==> config.mk <==
export PLATFORM = sky130hd
export DESIGN_NAME = opb_register_simulink2ppc_stat
export DESIGN_NICKNAME = d
export VERILOG_FILES = /design/src/rtl/opb_register_simulink2ppc_stat.sv
export SDC_FILE = /design/constraint.sdc
export NUM_CORES = 1
export LEC_CHECK = 0
export BUFFER_PORTS_ARGS = -buffer_cell sky130_fd_sc_hd__clkbuf_2
export CAP_MARGIN = 20
export CORE_UTILIZATION = 25
export DETAILED_ROUTE_END_ITERATION = 8
export PLACE_DENSITY = 0.47
export SYNTH_ARGS = -nofsm -noshare
export SYNTH_HDL_FRONTEND = slang
export SYNTH_SLANG_ARGS = --single-unit
==> constraint.sdc <==
create_clock -name OPB_Clk -period 2.72 [get_ports OPB_Clk]
set_input_delay 0.272 -clock OPB_Clk [delete_from_list [all_inputs] [get_ports OPB_Clk]]
set_output_delay 0.272 -clock OPB_Clk [all_outputs]
set_load 0.1 [all_outputs]
==> src/rtl/opb_register_simulink2ppc_stat.sv <==
// OPB slave exposing a fabric-captured 32-bit word plus a fresh/overrun status word to the PPC.
// Optional build macro SIMULINK2PPC_TIMESTAMP_EN adds a free-running cycle counter latched on capture.
module opb_register_simulink2ppc_stat #(
    parameter logic [31:0] C_BASEADDR   = 32'h01003700,
    parameter logic [31:0] C_HIGHADDR   = 32'h010037FF,
    parameter int          C_OPB_AWIDTH = 32,
    parameter int          C_OPB_DWIDTH = 32,
    parameter              C_FAMILY     = "virtex5"
) (
    input  logic                        OPB_Clk,
    input  logic                        OPB_Rst,
    input  logic [0:C_OPB_AWIDTH-1]     OPB_ABus,
    input  logic [0:C_OPB_DWIDTH/8-1]   OPB_BE,
    input  logic [0:C_OPB_DWIDTH-1]     OPB_DBus,
    input  logic                        OPB_RNW,
    input  logic                        OPB_select,
    input  logic                        OPB_seqAddr,
    output logic [0:C_OPB_DWIDTH-1]     Sl_DBus,
    output logic                        Sl_xferAck,
    output logic                        Sl_errAck,
    output logic                        Sl_retry,
    output logic                        Sl_toutSup,
    input  logic [31:0]                 user_data_in,
    input  logic                        user_valid,
    output logic [1:0]                  dbg_state_o
);

    // Handshake: a transfer is presented by holding OPB_select with a stable address; the slave
    // answers with exactly one Sl_xferAck pulse and then waits for OPB_select to drop.
    typedef enum logic [1:0] {
        IDLE = 2'd0,
        ACK  = 2'd1,
        WAIT = 2'd2
    } state_t;

    state_t      state_q, state_d;
    logic [31:0] rdata_q, rdata_d;
    logic [31:0] data_q;
    logic        fresh_q, fresh_d;
    logic [15:0] ovr_q, ovr_d;
    logic [31:0] ts_word;

    logic        hit;
    logic        start;
    logic [5:0]  word_off;
    logic        data_read;
    logic        ovr_clear;
    logic [31:0] status_word;

    logic unused_inputs;
    assign unused_inputs = ^{OPB_DBus, OPB_seqAddr, (C_FAMILY == "virtex5")};

    assign hit       = OPB_select && (OPB_ABus >= C_BASEADDR) && (OPB_ABus <= C_HIGHADDR);
    assign start     = (state_q == IDLE) && hit;
    assign word_off  = OPB_ABus[24:29];
    assign data_read = start && OPB_RNW && (word_off == 6'd0);
    assign ovr_clear = start && !OPB_RNW && (word_off == 6'd1) && (|OPB_BE);

    assign status_word = {fresh_q, 15'd0, ovr_q};

`ifdef SIMULINK2PPC_TIMESTAMP_EN
    logic [31:0] cnt_q;
    logic [31:0] ts_q;

    always_ff @(posedge OPB_Clk or posedge OPB_Rst) begin
        if (OPB_Rst) begin
            cnt_q <= '0;
            ts_q  <= '0;
        end else begin
            cnt_q <= cnt_q + 32'd1;
            if (user_valid) begin
                ts_q <= cnt_q;
            end
        end
    end

    assign ts_word = ts_q;
`else
    assign ts_word = '0;
`endif

    always_comb begin
        state_d = state_q;
        rdata_d = '0;
        case (state_q)
            IDLE: begin
                if (hit) begin
                    state_d = ACK;
                    if (OPB_RNW) begin
                        case (word_off)
                            6'd0:    rdata_d = data_q;
                            6'd1:    rdata_d = status_word;
                            6'd2:    rdata_d = ts_word;
                            default: rdata_d = '0;
                        endcase
                    end
                end
            end
            ACK:     state_d = WAIT;
            WAIT:    if (!OPB_select) state_d = IDLE;
            default: state_d = IDLE;
        endcase
    end

    // A capture on the same edge as a DATA read keeps fresh set; the clear only applies otherwise.
    always_comb begin
        fresh_d = fresh_q;
        ovr_d   = ovr_q;
        if (user_valid) begin
            fresh_d = 1'b1;
        end else if (data_read) begin
            fresh_d = 1'b0;
        end
        if (ovr_clear) begin
            ovr_d = '0;
        end else if (user_valid && fresh_q && !data_read && (ovr_q != 16'hFFFF)) begin
            ovr_d = ovr_q + 16'd1;
        end
    end

    always_ff @(posedge OPB_Clk or posedge OPB_Rst) begin
        if (OPB_Rst) begin
            state_q <= IDLE;
            rdata_q <= '0;
            data_q  <= '0;
            fresh_q <= 1'b0;
            ovr_q   <= '0;
        end else begin
            state_q <= state_d;
            rdata_q <= rdata_d;
            fresh_q <= fresh_d;
            ovr_q   <= ovr_d;
            if (user_valid) begin
                data_q <= user_data_in;
            end
        end
    end

    // Vector assignment maps rdata_q[31] onto bus bit 0 (big-endian MSB-first).
    assign Sl_DBus     = rdata_q;
    assign Sl_xferAck  = (state_q == ACK);
    assign Sl_errAck   = 1'b0;
    assign Sl_retry    = 1'b0;
    assign Sl_toutSup  = 1'b0;
    assign dbg_state_o = state_q;

endmodule
# Word level (Yosys, flattened, before mapping)
# Index checks and enable logic that the tools add are counted.
totals:
  reg_bits: 83
  inputBits: 106
  output_inout_bits: 38
  word_cells: 44
classes:
  n_addsub: 1
  n_lt_le_gt_ge: 2
  eq_ne: 6
  muxes: 11
  reduce_logical: 19
ops:
  columns: ["cell", "n"]
  rows:
  - ["$mux W32", 3]
  - ["$pmux W32 S2", 1]
  - ["$ge A32 B25 Y1 const B", 1]
  - ["$le A32 B25 Y1 const B", 1]
  - ["$mux W16", 2]
  - ["$add A16 B1 Y16 const B", 1]
  - ["$ne A16 B16 Y1 const B", 1]
  - ["$logic_and A1 B1 Y1", 11]
  - ["$eq A6 B1 Y1 const B", 1]
  - ["$logic_not A6 Y1", 1]
  - ["$pmux W2 S3", 1]
  - ["$mux W2", 2]
  - ["$ne A2 B2 Y1 const B", 2]
  - ["$reduce_bool A2 Y1", 2]
  - ["$reduce_or A4 Y1", 1]
  - ["$eq A2 B1 Y1 const B", 1]
  - ["$eq A2 B2 Y1 const B", 1]
  - ["$logic_not A1 Y1", 2]
  - ["$logic_not A2 Y1", 1]
  - ["$mux W1", 2]
  - ["$reduce_and A2 Y1", 1]

# Longest topological paths before layout
depth:
  word_depth: 11
  depth_mapped: 7
  ltp_nobuf: 5

# Worst setup path after synthesis
# No wires, ideal clock.
synth_timing:
  kind: "register -> register"
  startpoint: "reg state_q[0], in the netlist dbg_state_o[0]"
  endpoint: "reg state_q[1], in the netlist dbg_state_o[1]"
  setup_time_ns: 0.074
  t_arrival_ns: 2.606
  setup_slack_ns: 0.040
  path_stages_with_launch: 3
  n_path_buf: 0
  synth_period_minus_slack_ns: 2.680
  cell_sequence: "dfrtp_1 > nor2b_1 > nand2b_1"
synth_via:
  word_cells_on_any_way: 7
  classes_between: "4 x eq/ne; 1 x mux; 2 x reduce/logical"
synth_lines:
  columns: ["item", "line", "source"]
  rows:
  - ["start: declaration", "36", "state_t state_q, state_d;"]
  - ["start signal: assignment", "129", "state_q <= state_d;"]
  - ["$eq A2 B1 Y1", null, null]
  - ["via Sl_xferAck", "19", "output logic Sl_xferAck,"]
  - ["$pmux W2 S3", "85", "case (state_q)"]
# The timed path passes the listed nets, and every way through them passes these cells.
# A chain may end at the register's enable or synchronous reset.

# Worst setup path in the final report
layout_timing:
  startpoint: "reg ovr_q[2]"
  endpoint: "reg ovr_q[12]"
layout_via:
  elab_chain_len: 3
  word_cells_on_any_way: 6
  classes_between: "1 x add/sub; 1 x eq/ne; 2 x mux; 2 x reduce/logical"
layout_rtl:
  columns: ["item", "line", "source"]
  rows:
  - ["start: declaration", "40", "logic [15:0] ovr_q, ovr_d;"]
  - ["start signal: assignment", "132", "ovr_q <= ovr_d;"]
  - ["$add A16 B1 Y16 or $ne A16 B16 Y1 (tied branches)", "117, 116", null]
  - ["$mux W16 or $logic_and A1 B1 Y1 (tied branches)", "116", "end else if (user_valid && fresh_q && !data_read && (ovr_q != 16'hFFFF)) begin"]
  - ["$mux W16 or $reduce_bool A2 Y1 (tied branches)", null, null]
# Parallel ways exist; a longest one is shown, timed or not. The select of a mux whose other input is x is not followed.

==> out/results.txt <==
Clock slew seen by the registers of the worst setup and hold paths: 0.06 ns
Post-CTS setup buffer count: 0
Critical Path Sink Type: register
Startpoint Class: register
Initial antenna violation count: 0
Post-Syn Area: 3490 sq um
Number of distinct library cells after synthesis: 38
Critical Path Fanout Max: 7
Layout cells sized above 1: 0.442
Die X: 120 um
Vias/cell: 4.66
Min-delay worst type: in -> async
Worst Max-Slew Pin Slew: 0.775 ns
DRC: 0
CP top delay family: simple AND/OR/NAND/NOR gates
Die ar.: 14400 sq um
CTS sink count: 83
IO Port Bufs: 105
I/O pin count: 144
Iter 0 DRT Violations: 142
VDD IR-drop max: 0.000353 V
Gates resized, CTS repair: 0
Largest net degree at the start of global routing: 45
Crit path max-delay cell type: dfrtp_1
Die Height: 120 um
Period utilisation layout: 0.728
Setup tns final: 0 ns
CTS buffer count: 9
ANT cells: 0
Vias: 2557
RePlAce Congestion: 0.722
Top_reg_cell synth: dfrtp_1
Met1 Usage GRT: 0.149
Post-CTS Hold Fix Bufs: 0
Grt peak-use layer: met2
Core area: 13500 sq um
Finished Core Util: 0.335
Final setup fails: 0
First-pass GRT wire length: 12800 um
Row Count: 42
H-tree levels: 3
WP data arrival: 2.22 ns
Pleak: 2.15 nW
Post-synth EDFFs: 0
Crit path cell chain: and4_1, nand4_2, nor3b_1, or4b_1, a21oi_1
Worst EP required: 2.96 ns
Vias in the first global route: 2536
F_max: 0.505 GHz
Share of synthesized registers carrying an async set or reset: 1.00
Clock Path Buffers: 2
Average wire per standard cell: 14.3 um
Synth warn: 0
Final slew viol count: 0
RSZ-0062 raised after global routing: no
Slowest stage delay, CP: 0.48 ns
Clock Skews: 0.0107 ns
CTS root buffer: clkbuf_16
Max Cap Viol: 0
HPWL after DPL: 5430 um
Syn Area/Cell: 13.1 sq um
Sequential area share after synthesis: 0.595
Remaining Overflow, GRT: 0
Area grow syn2layout: 29.0%
Clock insertion delay at the later pin of the skew report: 0.33 ns
M3 GR Usage: 0.0292
Status: completed
1st-pass router iterations: 4
PD cells: 665 nW/um^2
Met2 Usage GRT: 0.180
Nets: 477
Crit path kind: reg -> reg
Remaining antenna violation count: 0
Fin. Hold Viols: 0
All-Layer GR Usage: 0.113
Final wirelength: 7870 um
Synth Instances: 267
Initial Utilization: 0.260
Crit path buf inv count: 0
#FFs+latches synth: 83
Fin crit period: 1.98 ns
Fill count: 1391
Rel. slew slack: 0.483
CTS tree: done
-- Yosys cell counts (all sizes together), types with 2 or more instances --
cell type	n	area [sq um]
a21oi	16	80.1
a22o	17	149
and2	17	108
and3	5	31.3
and4	5	43.8
buf	15	119
clkbuf	6	22.5
dfrtp	83	2080
inv	3	11.3
mux2	32	360
nand2	5	18.8
nand3	6	30.0
nand3b	2	15.0
nand4	4	31.3
nor2	2	7.51
nor4	2	12.5
nor4b	4	41.3
o21ai	2	10.0
o21bai	2	15.0
o31ai	12	90.1
o41ai	2	17.5
or4	14	109
or4b	2	20.0
-- logic make-up (layout without fill, tap and decap cells) --
logic type / Yosys count / in the layout / synth area share
flip-flops: 83 / 83 / 0.595
multiplexers: 32 / 32 / 0.103
buffers and inverters: 24 / 128 / 0.0437
AO/OA/AOI/OAI: 51 / 51 / 0.104
AND/OR/NAND/NOR: 75 / 75 / 0.150
other: 1 / 3 / 0.00107
adder cells (fa/ha/maj): 1 / 1 / 0.00358
-- where the power goes --
group,internal (W),switching [W],leakage (nW)
logic,0.000124,0.000121,0.918
clock network,0.000887,0.000473,0.161
registers,0.00132,0.0000725,1.07
total,0.00233,0.000667,2.15
-- path summary, 6_finish.rpt --
path | start | endpoint | slack [ns] | depth (start not counted)
worst max-delay path | ovr_q[2]$_DFFE_PP0P_ | ovr_q[12]$_DFFE_PP0P_ | 0.74 | 5
worst min-delay path | OPB_Rst | Sl_DBus[13]$_DFF_PP0_ | 0.04 | 2
min in group OPB_Clk | user_data_in[4] | data_q[4]$_DFFE_PP0P_ | 0.17 | 2
max in group asynchronous | OPB_Rst | data_q[3]$_DFFE_PP0P_ | 2.00 | 3
worst max register to register | ovr_q[2]$_DFFE_PP0P_ | ovr_q[12]$_DFFE_PP0P_ | 0.74 | 5
worst min register to register | data_q[22]$_DFFE_PP0P_ | Sl_DBus[9]$_DFF_PP0_ | 0.47 | 1
-- through the flow --
step / setup slack [ns] / hold WS (ns) / total power, W / instance area [sq um] / cells
4_1_cts: 0.705 / 0.0833 / 0.00304 / 4510 / 549
3_5_place_dp: 0.515 / 0.433 / 0.00166 / 4180 / 535
3_3_place_gp: 0.536 / 0.426 / 0.00165 / 4180 / 535
5_1_grt: 0.576 / 0.125 / 0.00313 / 4510 / 549
2_1_floorplan: 0.0403 / 0.424 / 0.00156 / 3500 / 269
6_report: 0.741 / 0.0450 / 0.00299 / 4510 / 549
-- placed cells by master, fill, tap and decap left out, types with 3 or more instances in the layout --
| cell type | Yosys | final |
|---|---|---|
| nor4b_1 | 3 | 3 |
| mux2_2 | 32 | 32 |
| or4_1 | 13 | 13 |
| nand3_1 | 6 | 6 |
| bufinv_16 | 0 | 3 |
| and3_1 | 5 | 4 |
| a21oi_1 | 16 | 16 |
| o31ai_1 | 12 | 12 |
| conb_1 | 1 | 3 |
| dfrtp_1 | 83 | 83 |
| a22o_1 | 17 | 17 |
| nand4_1 | 3 | 3 |
| and4_1 | 5 | 5 |
| nand2_1 | 5 | 5 |
| clkbuf_16 | 0 | 9 |
| and2_1 | 16 | 16 |
| clkbuf_2 | 0 | 105 |
| buf_4 | 5 | 4 |
-- metal layers --
metal	routed length [um]	vias up
met5	0	-
met4	69	0
met3	462	7
met2	3720	93
met1	3620	1264
li1	-	1193
-- area by class of cell --
| type | instances | area, sq um | area share |
|---|---|---|---|
| tap | 176 | 220 | 0.0489 |
| clock buffer | 9 | 225 | 0.0500 |
| inverter | 3 | 12.5 | 0.00278 |
| multi-input combinational | 162 | 1270 | 0.282 |
| clock inverter | 5 | 104 | 0.0230 |
| sequential | 83 | 2080 | 0.461 |
| timing repair buffer | 111 | 596 | 0.132 |
-- registers in the layout, indices dropped and copies added (netlist names) --
signal / flops
Sl_DBus: 32
dbg_state_o: 2
ovr_q: 16
fresh_q: 1
data_q: 32
Note: power is estimated with default switching activity, not from simulation.
